[src/rtl/i2c_pkg.sv]
// Shared I2C definitions for the master bit/byte engines.
//   i2c_state_e : receive-engine state encoding (IDLE .. DONE)
//   I2C_ACK     : master drives SDA low after the data word
//   I2C_NACK    : master releases SDA after the data word
//   max2        : helper used to size phase counters
package i2c_pkg;

    typedef enum logic [2:0] {
        IDLE     = 3'd0,
        BIT_LOW  = 3'd1,
        BIT_HIGH = 3'd2,
        ACK_LOW  = 3'd3,
        ACK_HIGH = 3'd4,
        DONE     = 3'd5
    } i2c_state_e;

    localparam logic I2C_ACK  = 1'b1;
    localparam logic I2C_NACK = 1'b0;

    function automatic int unsigned max2(input int unsigned a, input int unsigned b);
        return (a > b) ? a : b;
    endfunction

endpackage

[src/rtl/i2c_scl_phase_timer.sv]
// SCL phase timer: counts system clocks inside one SCL low or high phase.
//   clock, reset_n : system clock, asynchronous active-low reset
//   run            : a timed phase is in progress (counter cleared otherwise)
//   sel_high       : 1 = time a high phase (HIGH_CYCLES), 0 = low phase (LOW_CYCLES)
//   hold           : slave is stretching SCL; counter parked at 0
//   phase          : clock index within the current phase
//   terminal       : last clock of the current phase
module i2c_scl_phase_timer
    import i2c_pkg::*;
#(
    parameter int unsigned LOW_CYCLES  = 4,
    parameter int unsigned HIGH_CYCLES = 3,
    parameter int unsigned PHASE_W     = $clog2(max2(LOW_CYCLES, HIGH_CYCLES))
) (
    input  logic               clock,
    input  logic               reset_n,
    input  logic               run,
    input  logic               sel_high,
    input  logic               hold,
    output logic [PHASE_W-1:0] phase,
    output logic               terminal
);

    localparam logic [PHASE_W-1:0] LOW_LAST  = PHASE_W'(LOW_CYCLES - 1);
    localparam logic [PHASE_W-1:0] HIGH_LAST = PHASE_W'(HIGH_CYCLES - 1);

    logic [PHASE_W-1:0] phase_q, phase_d;
    logic [PHASE_W-1:0] last;

    always_comb begin
        last     = sel_high ? HIGH_LAST : LOW_LAST;
        terminal = run && !hold && (phase_q == last);
        // Restart at 0 on every phase boundary so the next phase needs no explicit clear.
        if (!run || terminal || hold) begin
            phase_d = '0;
        end else begin
            phase_d = phase_q + 1'b1;
        end
    end

    always_ff @(posedge clock or negedge reset_n) begin
        if (!reset_n) begin
            phase_q <= '0;
        end else begin
            phase_q <= phase_d;
        end
    end

    assign phase = phase_q;

endmodule

[src/rtl/i2c_master_read_word.sv]
// I2C master receive engine: clocks DATA_WIDTH bits in MSB-first on SDA,
// then drives the master ACK/NACK bit. SCL is generated from the system clock.
//   clock, reset_n : system clock, asynchronous active-low reset
//   go             : level request; starts a transfer when high in IDLE and armed
//   ack_en         : latched at start; 1 = ACK (pull SDA low), 0 = NACK
//   sda            : SDA line input
//   scl_in         : SCL readback, used only when I2C_CLOCK_STRETCH_EN is defined
//   scl            : SCL drive (1 = released)
//   sda_oe         : 1 = pull SDA low
//   data           : received word, updated together with finish
//   finish         : one-cycle completion pulse
//   busy           : high from the first SCL low cycle through DONE
// Optional feature: define I2C_CLOCK_STRETCH_EN to honour slave clock stretching.
// Handshake: go is a level; once finish pulses, go must be seen low in IDLE
// before another transfer can start. go/ack_en changes mid-transfer are ignored.
module i2c_master_read_word
    import i2c_pkg::*;
#(
    parameter int unsigned DATA_WIDTH    = 8,
    parameter int unsigned LOW_CYCLES    = 4,
    parameter int unsigned HIGH_CYCLES   = 3,
    parameter int unsigned SAMPLE_OFFSET = 1
) (
    input  logic                  clock,
    input  logic                  reset_n,
    input  logic                  go,
    input  logic                  ack_en,
    input  logic                  sda,
    input  logic                  scl_in,
    output logic                  scl,
    output logic                  sda_oe,
    output logic [DATA_WIDTH-1:0] data,
    output logic                  finish,
    output logic                  busy
);

    localparam int unsigned PHASE_W = $clog2(max2(LOW_CYCLES, HIGH_CYCLES));
    localparam int unsigned CNT_W   = (DATA_WIDTH > 1) ? $clog2(DATA_WIDTH) : 1;
    localparam logic [PHASE_W-1:0] SAMPLE_IDX = PHASE_W'(SAMPLE_OFFSET);

    i2c_state_e            state_q, state_d;
    logic                  armed_q, armed_d;
    logic                  ack_q, ack_d;
    logic [DATA_WIDTH-1:0] shift_q, shift_d;
    logic [CNT_W-1:0]      bit_cnt_q, bit_cnt_d;
    logic                  scl_q, scl_d;
    logic                  sda_oe_q, sda_oe_d;
    logic [DATA_WIDTH-1:0] data_q, data_d;
    logic                  finish_q, finish_d;
    logic                  busy_q, busy_d;

    logic                  in_high;
    logic                  run;
    logic                  hold;
    logic [PHASE_W-1:0]    phase;
    logic                  terminal;

    assign in_high = (state_q == BIT_HIGH) || (state_q == ACK_HIGH);
    assign run     = (state_q == BIT_LOW) || (state_q == BIT_HIGH) ||
                     (state_q == ACK_LOW) || (state_q == ACK_HIGH);

`ifdef I2C_CLOCK_STRETCH_EN
    logic scl_meta_q;
    logic scl_sync_q;

    always_ff @(posedge clock or negedge reset_n) begin
        if (!reset_n) begin
            scl_meta_q <= 1'b1;
            scl_sync_q <= 1'b1;
        end else begin
            scl_meta_q <= scl_in;
            scl_sync_q <= scl_meta_q;
        end
    end

    // A slave holding SCL low freezes the high phase at index 0 until release.
    assign hold = in_high && !scl_sync_q;
`else
    logic unused_scl_in;
    assign unused_scl_in = scl_in;
    assign hold          = 1'b0;
`endif

    i2c_scl_phase_timer #(
        .LOW_CYCLES  (LOW_CYCLES),
        .HIGH_CYCLES (HIGH_CYCLES),
        .PHASE_W     (PHASE_W)
    ) u_timer (
        .clock    (clock),
        .reset_n  (reset_n),
        .run      (run),
        .sel_high (in_high),
        .hold     (hold),
        .phase    (phase),
        .terminal (terminal)
    );

    always_comb begin
        state_d   = state_q;
        armed_d   = armed_q;
        ack_d     = ack_q;
        shift_d   = shift_q;
        bit_cnt_d = bit_cnt_q;

        case (state_q)
            IDLE: begin
                if (!go) begin
                    armed_d = 1'b1;
                end else if (armed_q) begin
                    state_d   = BIT_LOW;
                    ack_d     = ack_en;
                    shift_d   = '0;
                    bit_cnt_d = CNT_W'(DATA_WIDTH - 1);
                end
            end
            BIT_LOW: begin
                if (terminal) state_d = BIT_HIGH;
            end
            BIT_HIGH: begin
                if ((phase == SAMPLE_IDX) && !hold) begin
                    shift_d = (shift_q << 1) | DATA_WIDTH'(sda);
                end
                if (terminal) begin
                    if (bit_cnt_q == '0) begin
                        state_d = ACK_LOW;
                    end else begin
                        bit_cnt_d = bit_cnt_q - 1'b1;
                        state_d   = BIT_LOW;
                    end
                end
            end
            ACK_LOW: begin
                if (terminal) state_d = ACK_HIGH;
            end
            ACK_HIGH: begin
                if (terminal) state_d = DONE;
            end
            DONE: begin
                state_d = IDLE;
            end
            default: begin
                state_d = IDLE;
            end
        endcase

        if (state_d == DONE) armed_d = 1'b0;

        // Outputs are registered from the next state so they line up with it.
        scl_d    = !((state_d == BIT_LOW) || (state_d == ACK_LOW));
        sda_oe_d = ((state_d == ACK_LOW) || (state_d == ACK_HIGH)) && (ack_q == I2C_ACK);
        finish_d = (state_d == DONE);
        busy_d   = (state_d != IDLE);
        data_d   = (state_d == DONE) ? shift_q : data_q;
    end

    always_ff @(posedge clock or negedge reset_n) begin
        if (!reset_n) begin
            state_q   <= IDLE;
            armed_q   <= 1'b1;
            ack_q     <= 1'b0;
            shift_q   <= '0;
            bit_cnt_q <= '0;
            scl_q     <= 1'b1;
            sda_oe_q  <= 1'b0;
            data_q    <= '0;
            finish_q  <= 1'b0;
            busy_q    <= 1'b0;
        end else begin
            state_q   <= state_d;
            armed_q   <= armed_d;
            ack_q     <= ack_d;
            shift_q   <= shift_d;
            bit_cnt_q <= bit_cnt_d;
            scl_q     <= scl_d;
            sda_oe_q  <= sda_oe_d;
            data_q    <= data_d;
            finish_q  <= finish_d;
            busy_q    <= busy_d;
        end
    end

    assign scl    = scl_q;
    assign sda_oe = sda_oe_q;
    assign data   = data_q;
    assign finish = finish_q;
    assign busy   = busy_q;

endmodule

[config.mk]
export PLATFORM = sky130hd
export DESIGN_NAME = i2c_master_read_word
export DESIGN_NICKNAME = d
export VERILOG_FILES = /design/src/rtl/i2c_pkg.sv /design/src/rtl/i2c_scl_phase_timer.sv /design/src/rtl/i2c_master_read_word.sv
export SDC_FILE = /design/constraint.sdc
export NUM_CORES = 1
export LEC_CHECK = 0
export CAP_MARGIN = 30
export CORE_ASPECT_RATIO = 0.5
export CORE_MARGIN = 1.5
export CORE_UTILIZATION = 25
export DETAILED_ROUTE_END_ITERATION = 7
export PLACE_DENSITY_LB_ADDON = 0.1
export SLEW_MARGIN = 20
export SYNTH_ARGS = -nofsm -noshare
export SYNTH_HDL_FRONTEND = slang
export SYNTH_SLANG_ARGS = --single-unit
export TNS_END_PERCENT = 100
[constraint.sdc]
create_clock -name clock -period 1.35 [get_ports clock]
set_input_delay 0.27 -clock clock [delete_from_list [all_inputs] [get_ports clock]]
set_output_delay 0.27 -clock clock [all_outputs]
set_load 0.005 [all_outputs]
Yosys cells after proc, flatten, opt, wreduce, memory -nomap -nowiden
Index checks and enable logic that the tools add are counted.
{"block": "word_totals", "register_bits": 30, "latch_bits": 0, "mem_bits_rw": 0, "mem_bits_ro": 0, "out_inout_bits": 12, "memories": 0}
{"block": "op_classes", "addsub": 2, "multipliers": 0, "n_div": 0, "n_lt_le_gt_ge": 0, "eq_ne": 16, "n_shift": 0, "mux": 22, "n_bitwise": 1, "reduce_logical": 20}
{"cell": "$mux 3", "n": 10}
{"cell": "$mux 8", "n": 3}
{"cell": "$pmux 8 s2", "n": 1}
{"cell": "$pmux 3 s5", "n": 1}
{"cell": "$eq 3x2->1 const B", "n": 3}
{"cell": "$eq 3x3->1 const B", "n": 3}
{"cell": "$ne 2x2->1 const B", "n": 4}
{"cell": "$or 8x1->8", "n": 1}
{"cell": "$logic_or 1x1->1", "n": 7}
{"cell": "$eq 3x1->1 const B", "n": 2}
{"cell": "$logic_not 3->1", "n": 2}
{"cell": "$pmux 3 s2", "n": 1}
{"cell": "$reduce_and 5->1", "n": 1}
{"cell": "$mux 1", "n": 4}
{"cell": "$mux 2", "n": 2}
{"cell": "$ne 2x1->1 const B", "n": 2}
{"cell": "$reduce_and 4->1", "n": 1}
{"cell": "$reduce_bool 2->1", "n": 2}
{"cell": "$reduce_and 3->1", "n": 1}
{"cell": "$reduce_bool 3->1", "n": 1}
{"cell": "$sub 3x1->3 const B", "n": 1}
{"cell": "$add 2x1->2 const B", "n": 1}
{"cell": "$eq 2x1->1 const B", "n": 1}
{"cell": "$eq 2x2->1", "n": 1}
{"cell": "3 further kinds", "n": 5}

Depth between registers and ports, before layout
Gate-level depths: netlist of the first run.
{"block": "logic_depth", "depth_word": 10, "mapped_depth": 6, "depth_no_buf": 6}

By module
From an unflattened synthesis of the first run, not the netlist that was laid out.
{"block": "unflattened", "hier_cells": 103, "hier_area_um2": 1305.0}
{"module": "i2c_master_read_word", "n_inst": 1, "cells_each": 94, "area_per_inst_um2": 1199.9}
{"module": "i2c_scl_phase_timer", "n_inst": 1, "cells_each": 9, "area_per_inst_um2": 105.1}

Worst setup path before layout of the first run
Ideal clock, no wire load.
{"block": "synth_timing", "path_kind": "flip-flop to flip-flop", "from": "reg state_q[1]", "to": "reg ack_q", "t_arrival_ps": 1222, "t_required_ps": 1225, "path_slack_ps": 3, "stages_incl_launch_ff": 4, "path_buffers": 1, "path_cell_list": "dfrtp_1 -> buf_4 -> nor4_4 -> mux2_2"}
{"block": "synth_via", "elab_chain_cells": 2}
{"element": "start: declaration", "line": "i2c_master_read_word.sv:41", "text": "i2c_state_e state_q, state_d;"}
{"element": "start signal: assignment", "line": "i2c_master_read_word.sv:169", "text": "state_q <= state_d;"}
{"element": "$logic_not 3->1", "line": "i2c_master_read_word.sv:105", "text": "case (state_q)"}
{"element": "$reduce_and 3->1 (no source line)"}
{"element": "end signal: assignment", "line": "i2c_master_read_word.sv:171", "text": "ack_q <= ack_d;"}
{"element": "end: declaration", "line": "i2c_master_read_word.sv:43", "text": "logic ack_q, ack_d;"}
No other way between the ends.
A chain may end at the register's enable or synchronous reset.

Worst setup path in the final report of the first run
{"block": "layout_timing", "from": "reg state_q[0]", "to": "reg ack_q"}
Same word-level chain as after synthesis.

==> results.toml, run 1 <==
[power]
pwr-share-seq_pct = 33.6
p_switching_uw = 1190
power.share.combinational_pct = 41.7
cellPowerDensity_nw_per_um2 = 1870
cellInternalPower_uw = 2540
clockPowerShare_pct = 24.7
peakVddDrop_v = 0.000536
p_leak_uw = 0.000983
sw_frac_of_total_pct = 31.9

[floorplanning]
initial_core_util_pct = 26.7
fp.dieW_um = 107
rows = 18
die-area_um2 = 5920
io_pins = 18
core_um2 = 5090
die_y_um = 55.2

[clocking]
cts_made_buffers = 5
postCtsHoldBufs = 0
clk_pin_slew_ps = 60
clkLatencyLatePin_ps = 280
cts_max_path_buffers = 2
ctsHtreeMaxLevel = 2
cts.sink_count = 30
clock-root-buffer = "clkbuf_8"
cts_tree = "yes"

[layout]
synthToLayoutAreaGrowth_pct = 46.2
antenna_cells = 0
fin_cells = 230
nets = 169
fin_area_um2 = 1990
drive_above_1_share_pct = 43.8

[synth]
async_flop_share_pct = 100
synth.distinct_cells = 34
seq_area_frac_synth_pct = 55.4
yosys_warnings = 0
synthFlopType = "dfrtp_1"
avgSynthCellArea_um2 = 12.1
synth-seq-cells = 30
syn_inst = 112
syn_nets = 121
synth-edff-count = 0
synth_area_um2 = 1360

[placement]
place_inst = 217
numPortBuffers = 16
placed_area_um2 = 1760
dp_hpwl_um = 1970
gp_congestion = 0.723

[timing]
rsz0062_at_grt = "true"
finalSetupViolCount = 5
final_max_slew_viol_count = 0
max_slew_margin_pct = 82.2
clock_skew_ps = 2.92
worst_slew_pin_slew_ps = 266
finalHoldViolations = 0
fin_crit_ps = 1410
finalCritPeriodShare_pct = 105
max_freq_mhz = 709
finalWorstSetupSlack_ps = -60.9

[status]
violations = "negative setup slack"
status = "complete, but fails checks"

[grt]
grt_max_degree = 31
grt.overflow.total = 0
grtUsageTotal_pct = 10.9
antenna_found_initial = 0
grt_pass1_vias = 993
grt_pass1_wl_um = 4760

[worst_setup_path]
cp-end-kind = "register"
worstPathArrival_ps = 1570
critPathMaxFanout = 4
crit_type = "register to register"
crit_required_ps = 1510
critPathLaunchType = "register"

[routing]
ant_nets = 0
wl_per_cell_um = 12.7
drt_iter0_markers = 29
drt_wl_total_um = 2920
via_per_inst = 4.44
drc_errors = 0
vias = 1021
first_pass_iters = 4

[min_path]
hp-class = "primary input to asynchronous set/reset pin"

[job]
drv_cap = 0
registers in the layout (all words and copies together) (netlist names):
name and flops:
state_q 3, finish 1, sda_oe 1, u_timer.phase 2, shift_q 8, busy 1
data 8, scl 1, bit_cnt_q 3, ack_q 1, armed_q 1
cells in the mapped netlist, drive strengths merged, types with 2 or more instances:
| master | n | area share, % |
|---|---|---|
| dfrtp | 28 | 52 |
| mux2 | 9 | 7.5 |
| a22o | 8 | 5.2 |
| nand2 | 8 | 2.2 |
| inv | 7 | 1.9 |
| buf | 5 | 2.8 |
| nor2 | 5 | 1.9 |
| o21ai | 5 | 2.1 |
| a21oi | 4 | 1.5 |
| ha | 3 | 2.8 |
| nand2b | 3 | 1.4 |
| nor3 | 3 | 1.1 |
| and3 | 2 | 0.92 |
| dfstp | 2 | 3.9 |
| nand4 | 2 | 0.92 |
| nor3b | 2 | 1.1 |
cells by family after synthesis:
family | Yosys count | share of synthesized area, %
flops | 30 | 55.4
mux | 10 | 8.19
fa+ha+maj | 3 | 2.76
simple gates | 32 | 15.2
buf+inv | 13 | 4.97
xor+xnor | 2 | 1.29
compound gates | 22 | 12.2
what timing repair did:
| action | in CTS | in global routing |
|---|---|---|
| gates cloned | 0 | 1 |
| resized for setup | 22 | 16 |
| endpoints found under the setup margin | 34 | 26 |
| pin swaps | 4 | 10 |
| buffers inserted | 3 | 3 |
cells in the final DEF, fill, tap and decap left out, drive strengths merged, types with 2 or more instances in the layout:
master and n:
clkbuf 6, inv 8, dfstp 2, o21ai 5, a21oi 4, mux2 9
nor3 3, dfrtp 28, nand4 2, clkdlybuf4s50 4, ha 3, nor2 5
nand3 2, a22o 8, dlygate4sd2 12, nand2b 3, buf 29, and3 2
nor3b 2, nand2 8
routing by layer:
metal | vias up | track usage, % | routed length (µm)
met5 | - | 0 | 0
met4 | 0 | 4.00 | 25
met3 | 4 | 3.63 | 132
met2 | 20 | 18.5 | 1290
met1 | 499 | 13.4 | 1470
li1 | 498 | - | -
critical path, cell delays in order, from the launching register on:
cell and delay (ps):
dfrtp_2 440, buf_6 130, nor4_4 270, buf_4 170, mux2_4 290
worst paths after layout:
check / startpoint / endpoint / slack [ps] / cells past startpoint
setup / recovery: state_q[0] / ack_q / -60 / 4
min in group clock: bit_cnt_q[0] / bit_cnt_q[0] / 490 / 1
hold / removal: reset_n / u_timer.phase[0] / 340 / 2
hold reg to reg: bit_cnt_q[0] / bit_cnt_q[0] / 490 / 1
setup reg to reg: state_q[0] / ack_q / -60 / 4
max in group asynchronous: reset_n / scl / 760 / 2
power by group through the flow:
stage	logic (µW)	clock network, µW	registers, µW
2_1_floorplan	778	0	1190
3_3_place_gp	1300	0	1270
3_5_place_dp	1320	0	1260
4_1_cts	1400	952	1250
5_1_grt	1720	999	1280
6_report	1560	920	1250
final cells by class:
| class | instances | area, µm² |
|---|---|---|
| inverters | 8 | 30.0 |
| repair buffers | 45 | 390 |
| fillers | 516 | 3100 |
| flip-flops and latches | 30 | 757 |
| well taps | 70 | 87.6 |
| multi-input cells | 70 | 611 |
| clock inverters | 1 | 30.0 |
| clock buffers | 6 | 82.6 |
metrics by stage:
step | hold slack, ps | TNS [ps] | total power [µW] | util (%) | setup slack (ps)
finish | 342 | -169 | 3730 | 39.1 | -60.9
global route | 377 | -721 | 4000 | 39.1 | -110
CTS | 350 | -228 | 3590 | 37.8 | -54.1
detailed placement | 464 | -3680 | 2580 | 34.6 | -268
global placement | 468 | -3620 | 2570 | 34.6 | -244
floorplan | -25.6 | 0 | 1970 | - | 3.49
No activity file was read; power rests on OpenSTA's default activity.
==> inputs of run 2 (changes only) <==
Settings changed: CORE_ASPECT_RATIO 0.5 to unset.
==> results.toml, run 2 (same netlist as run 1, synthesis figures left out) <==
[status]
status = "complete, but fails checks"
violations = "negative setup slack"

[timing]
finalSetupViolCount = 3
final_max_slew_viol_count = 0
finalHoldViolations = 0
finalCritPeriodShare_pct = 103
rsz0062_at_grt = "true"
worst_slew_pin_slew_ps = 213
finalWorstSetupSlack_ps = -47.0
fin_crit_ps = 1400
max_freq_mhz = 716
max_slew_margin_pct = 85.8
clock_skew_ps = 8.37

[layout]
drive_above_1_share_pct = 41.4
mostFrequentLayoutCells = "25 x dfrtp_1, 20 x buf_4, 12 x dlygate4sd2_1"
final_common_cell = "dfrtp_1"
fin_area_um2 = 1950
antenna_cells = 0
nFillCells = 513
nets = 165
synthToLayoutAreaGrowth_pct = 43.1

[worst_setup_path]
max_stage_delay_ps = 450
endpoint = "ack_q"
crit_family = "flip-flops"
critPathSlowestCell = "dfrtp_2"
crit_required_ps = 1520
cp_num_cells = 4
crit_buf_inv = 2
r2r_end = "ack_q"
regToRegSetupSlack_ps = -50
critPathLaunchType = "register"
worstPathArrival_ps = 1560
cp-end-kind = "register"
cp-startpoint = "state_q[0]"
reg2reg_depth = 4
crit_type = "register to register"
reg2reg_from = "state_q[0]"
critPathMaxFanout = 5
crit_chain = "buf_6, nor4_4, buf_4, mux2_4"

[floorplanning]
fp.dieW_um = 76.8
die_y_um = 76.8
rows = 26
core_um2 = 5170
io_pins = 18
die-area_um2 = 5890
initial_core_util_pct = 26.3

[clocking]
clkLatencyLatePin_ps = 280
clock-root-buffer = "clkbuf_8"
ctsHtreeMaxLevel = 2
cts_made_buffers = 5
cts.sink_count = 30
cts_max_path_buffers = 2
clk_pin_slew_ps = 70
cts_tree = "yes"

[placement]
dp_hpwl_um = 1920
placed_area_um2 = 1740
gp_congestion = 0.671
numPortBuffers = 16

[grt]
grt_pass1_wl_um = 4890
grtUsageTotal_pct = 10.6
antenna_found_initial = 0
grt.overflow.total = 0
grt_pass1_vias = 1021
grt_max_degree = 31

[routing]
drc_errors = 0
first_pass_iters = 4
drt_iter0_markers = 19
ant_nets = 0
via_per_inst = 4.45
drt_wl_total_um = 2850
wl_met2_um = 1310
vias = 1010
wl_met1_um = 1370
wl_met3_um = 134
highest_layer = "met4"
wl_per_cell_um = 12.6

[job]
drv_cap = 0

[min_path]
hp-class = "primary input to asynchronous set/reset pin"

[power]
peakVddDrop_v = 0.000878
power_uw = 3530
p_leak_uw = 0.000952
cellPowerDensity_nw_per_um2 = 1810
-- run 2: cell count changes in the layout (fill, tap and decap cells not counted), sizes merged --
cell / delta
buf: -4
clkinv: +2
inv: -1
clkinvlp: +1
bufinv: -1
-- run 2: worst min-delay path by stage --
stage	slack [ps]	cells after the start	endpoint	startpoint
finish	340	2	data[6]	reset_n
CTS	340	2	data[6]	reset_n
floorplan	-30	0	ack_q	reset_n
global route	350	2	data[6]	reset_n
global placement	470	1	bit_cnt_q[0]	bit_cnt_q[0]
detailed placement	470	1	bit_cnt_q[0]	bit_cnt_q[0]
-- run 2: repair_timing --
item,CTS,global route
setup buffers,3,2
pin swaps,3,5
gates resized for setup,18,16
endpoints found under the setup margin,36,25
hold buffers,0,0
gates cloned,0,1
-- run 2: per-layer routing --
| layer | up-vias | GRT usage, % |
|---|---|---|
| li1 | 479 | - |
| met1 | 509 | 13.1 |
| met2 | 18 | 16.7 |
| met3 | 4 | 4.17 |
| met4 | 0 | 3.33 |
| met5 | - | 0 |
-- run 2: area by class of cell --
type                    count  area (µm²)  area share [%]
flip-flops and latches     30         757            38.9
multi-input cells          70         608            31.2
repair buffers             41         369            19.0
well taps                  70        87.6            4.50
clock buffers               6        82.6            4.24
inverters                   8        30.0            1.54
clock inverters             2        12.5           0.643
-- run 2: worst register-to-register path, delay by kind of cell (launching register included) --
| kind | cells | cell delay [ps] |
|---|---|---|
| buffers and inverters | 2 | 320 |
| flip-flops | 1 | 450 |
| multiplexers | 1 | 300 |
| AND/OR/NAND/NOR | 1 | 230 |
-- run 2: through the flow --
| step | cells | setup slack, ps | hold WS [ps] | TNS (ps) | util, % |
|---|---|---|---|---|---|
| floorplan | 112 | 3.49 | -25.6 | 0 | - |
| global placement | 214 | -270 | 466 | -3690 | 33.6 |
| detailed placement | 214 | -283 | 466 | -3930 | 33.6 |
| CTS | 225 | -68.2 | 342 | -442 | 36.4 |
| global route | 227 | -103 | 350 | -731 | 37.6 |
| finish | 227 | -47.0 | 345 | -95.3 | 37.6 |
-- run 2: power by group --
group	leakage (µW)	switching [µW]	internal [µW]	total, µW
logic	0.000524	687	838	1520
registers	0.000380	155	1090	1240
clock network	0.0000472	350	409	759
==> inputs of run 3 (changes only) <==
Settings changed: CORE_MARGIN 1.5 to 1.
==> results.toml, run 3 (same netlist as run 1, synthesis figures left out) <==
[status]
status = "complete, but fails checks"
violations = "negative setup slack"

[layout]
fin_cells = 235
antenna_cells = 0
nFillCells = 511
mostFrequentLayoutCells = "24 x dfrtp_1, 24 x buf_4, 12 x dlygate4sd2_1"
drive_above_1_share_pct = 46.1
synthToLayoutAreaGrowth_pct = 50.6
nets = 173
post-route-util_pct = 39.6

[grt]
antenna_found_initial = 0
grt_pass1_vias = 1021
grtUsageTotal_pct = 11.6
grt_pass1_wl_um = 4830
grt_max_degree = 31
grt.overflow.total = 0

[worst_setup_path]
crit_type = "register to register"
cp-end-kind = "register"
crit_chain = "buf_6, nor4_4, mux2_4"
max_stage_delay_ps = 430
cp_num_cells = 3
critPathMaxFanout = 4
critPathSlowestCell = "dfrtp_2"
worstPathArrival_ps = 1590
crit_buf_inv = 1
crit_required_ps = 1520
crit_family = "flip-flops"
reg2reg_depth = 3
critPathLaunchType = "register"

[floorplanning]
rows = 26
core_um2 = 5170
fp.dieW_um = 75.8
die-area_um2 = 5740
io_pins = 18
die_y_um = 75.8
initial_core_util_pct = 26.3

[timing]
hold_slack_ps = 339
finalHoldViolations = 0
clock_skew_ps = 5.30
finalCritPeriodShare_pct = 105
max_freq_mhz = 707
finalSetupViolCount = 6
rsz0062_at_grt = "true"
worst_slew_pin_slew_ps = 376
max_slew_margin_pct = 74.8
fin_crit_ps = 1410
finalWorstSetupSlack_ps = -64.7
final_max_slew_viol_count = 0

[clocking]
cts_max_path_buffers = 2
clkLatencyLatePin_ps = 280
clk_pin_slew_ps = 70
cts_made_buffers = 5
postCtsHoldBufs = 0
cts.sink_count = 30
clock-root-buffer = "clkbuf_8"
cts_tree = "yes"
ctsHtreeMaxLevel = 2

[placement]
dp_slack_ps = -283
place_inst = 218
dp_hpwl_um = 1960
gp_congestion = 0.704
numPortBuffers = 16

[min_path]
hp-class = "primary input to asynchronous set/reset pin"

[power]
clockPowerShare_pct = 20.3
cellInternalPower_uw = 2460
power_uw = 3740
sw_frac_of_total_pct = 34.2
pwr-share-seq_pct = 33.7
p_switching_uw = 1280
cellPowerDensity_nw_per_um2 = 1830
power.share.combinational_pct = 46.0
p_leak_uw = 0.00100
peakVddDrop_v = 0.000749

[routing]
first_pass_iters = 5
drt_iter0_markers = 38
drc_errors = 0
drt_wl_total_um = 2980
ant_nets = 0
vias = 1016
via_per_inst = 4.32
wl_per_cell_um = 12.7

[job]
drv_cap = 0
[run 3: final cells by class]
cell class	count	area (µm²)	area share [%]
Sequential cell	30	758	37.0
Multi-Input combinational cell	70	642	31.3
Timing Repair Buffer	49	435	21.3
Tap cell	70	87.6	4.28
Clock buffer	6	82.6	4.03
Inverter	8	30.0	1.47
Clock inverter	2	12.5	0.611
[run 3: final timing paths]
path                       startpoint               end  slack [ps]
hold / removal                reset_n  u_timer.phase[1]         340
setup reg to reg           state_q[0]             ack_q         -60
min in group clock            data[3]           data[3]         500
hold reg to reg               data[3]           data[3]         500
setup / recovery           state_q[0]             ack_q         -60
max in group asynchronous     reset_n               scl         770
[run 3: per-stage QoR]
stage	area (µm²)	setup TNS (ps)
6_report	2050	-265
5_1_grt	2050	-912
4_1_cts	1940	-222
3_5_place_dp	1770	-4220
3_3_place_gp	1770	-3900
2_1_floorplan	1360	0
[run 3: repair_timing]
action,CTS,global route
gates cloned,0,1
buffers inserted,6,3
pin swaps,4,12
setup endpoints to repair,37,27
resized for setup,24,22
[run 3: per-layer routing]
metal	routed length [µm]	track usage [%]	vias to the layer above
li1	-	-	498
met1	1420	14.7	493
met2	1390	18.0	19
met3	128	4.23	6
met4	46	4.94	0
met5	0	0	-
[run 3: worst reg2reg max path: stages (launching register included)]
cell and delay, ps:
dfrtp_2 430, buf_6 140, nor4_4 410, mux2_4 340
[run 3: power groups by stage]
stage | combinational (µW) | clock, µW | sequential, µW
6_report | 1720 | 761 | 1260
5_1_grt | 1880 | 828 | 1290
4_1_cts | 1480 | 782 | 1250
3_5_place_dp | 1360 | 0 | 1250
3_3_place_gp | 1350 | 0 | 1250
2_1_floorplan | 778 | 0 | 1190
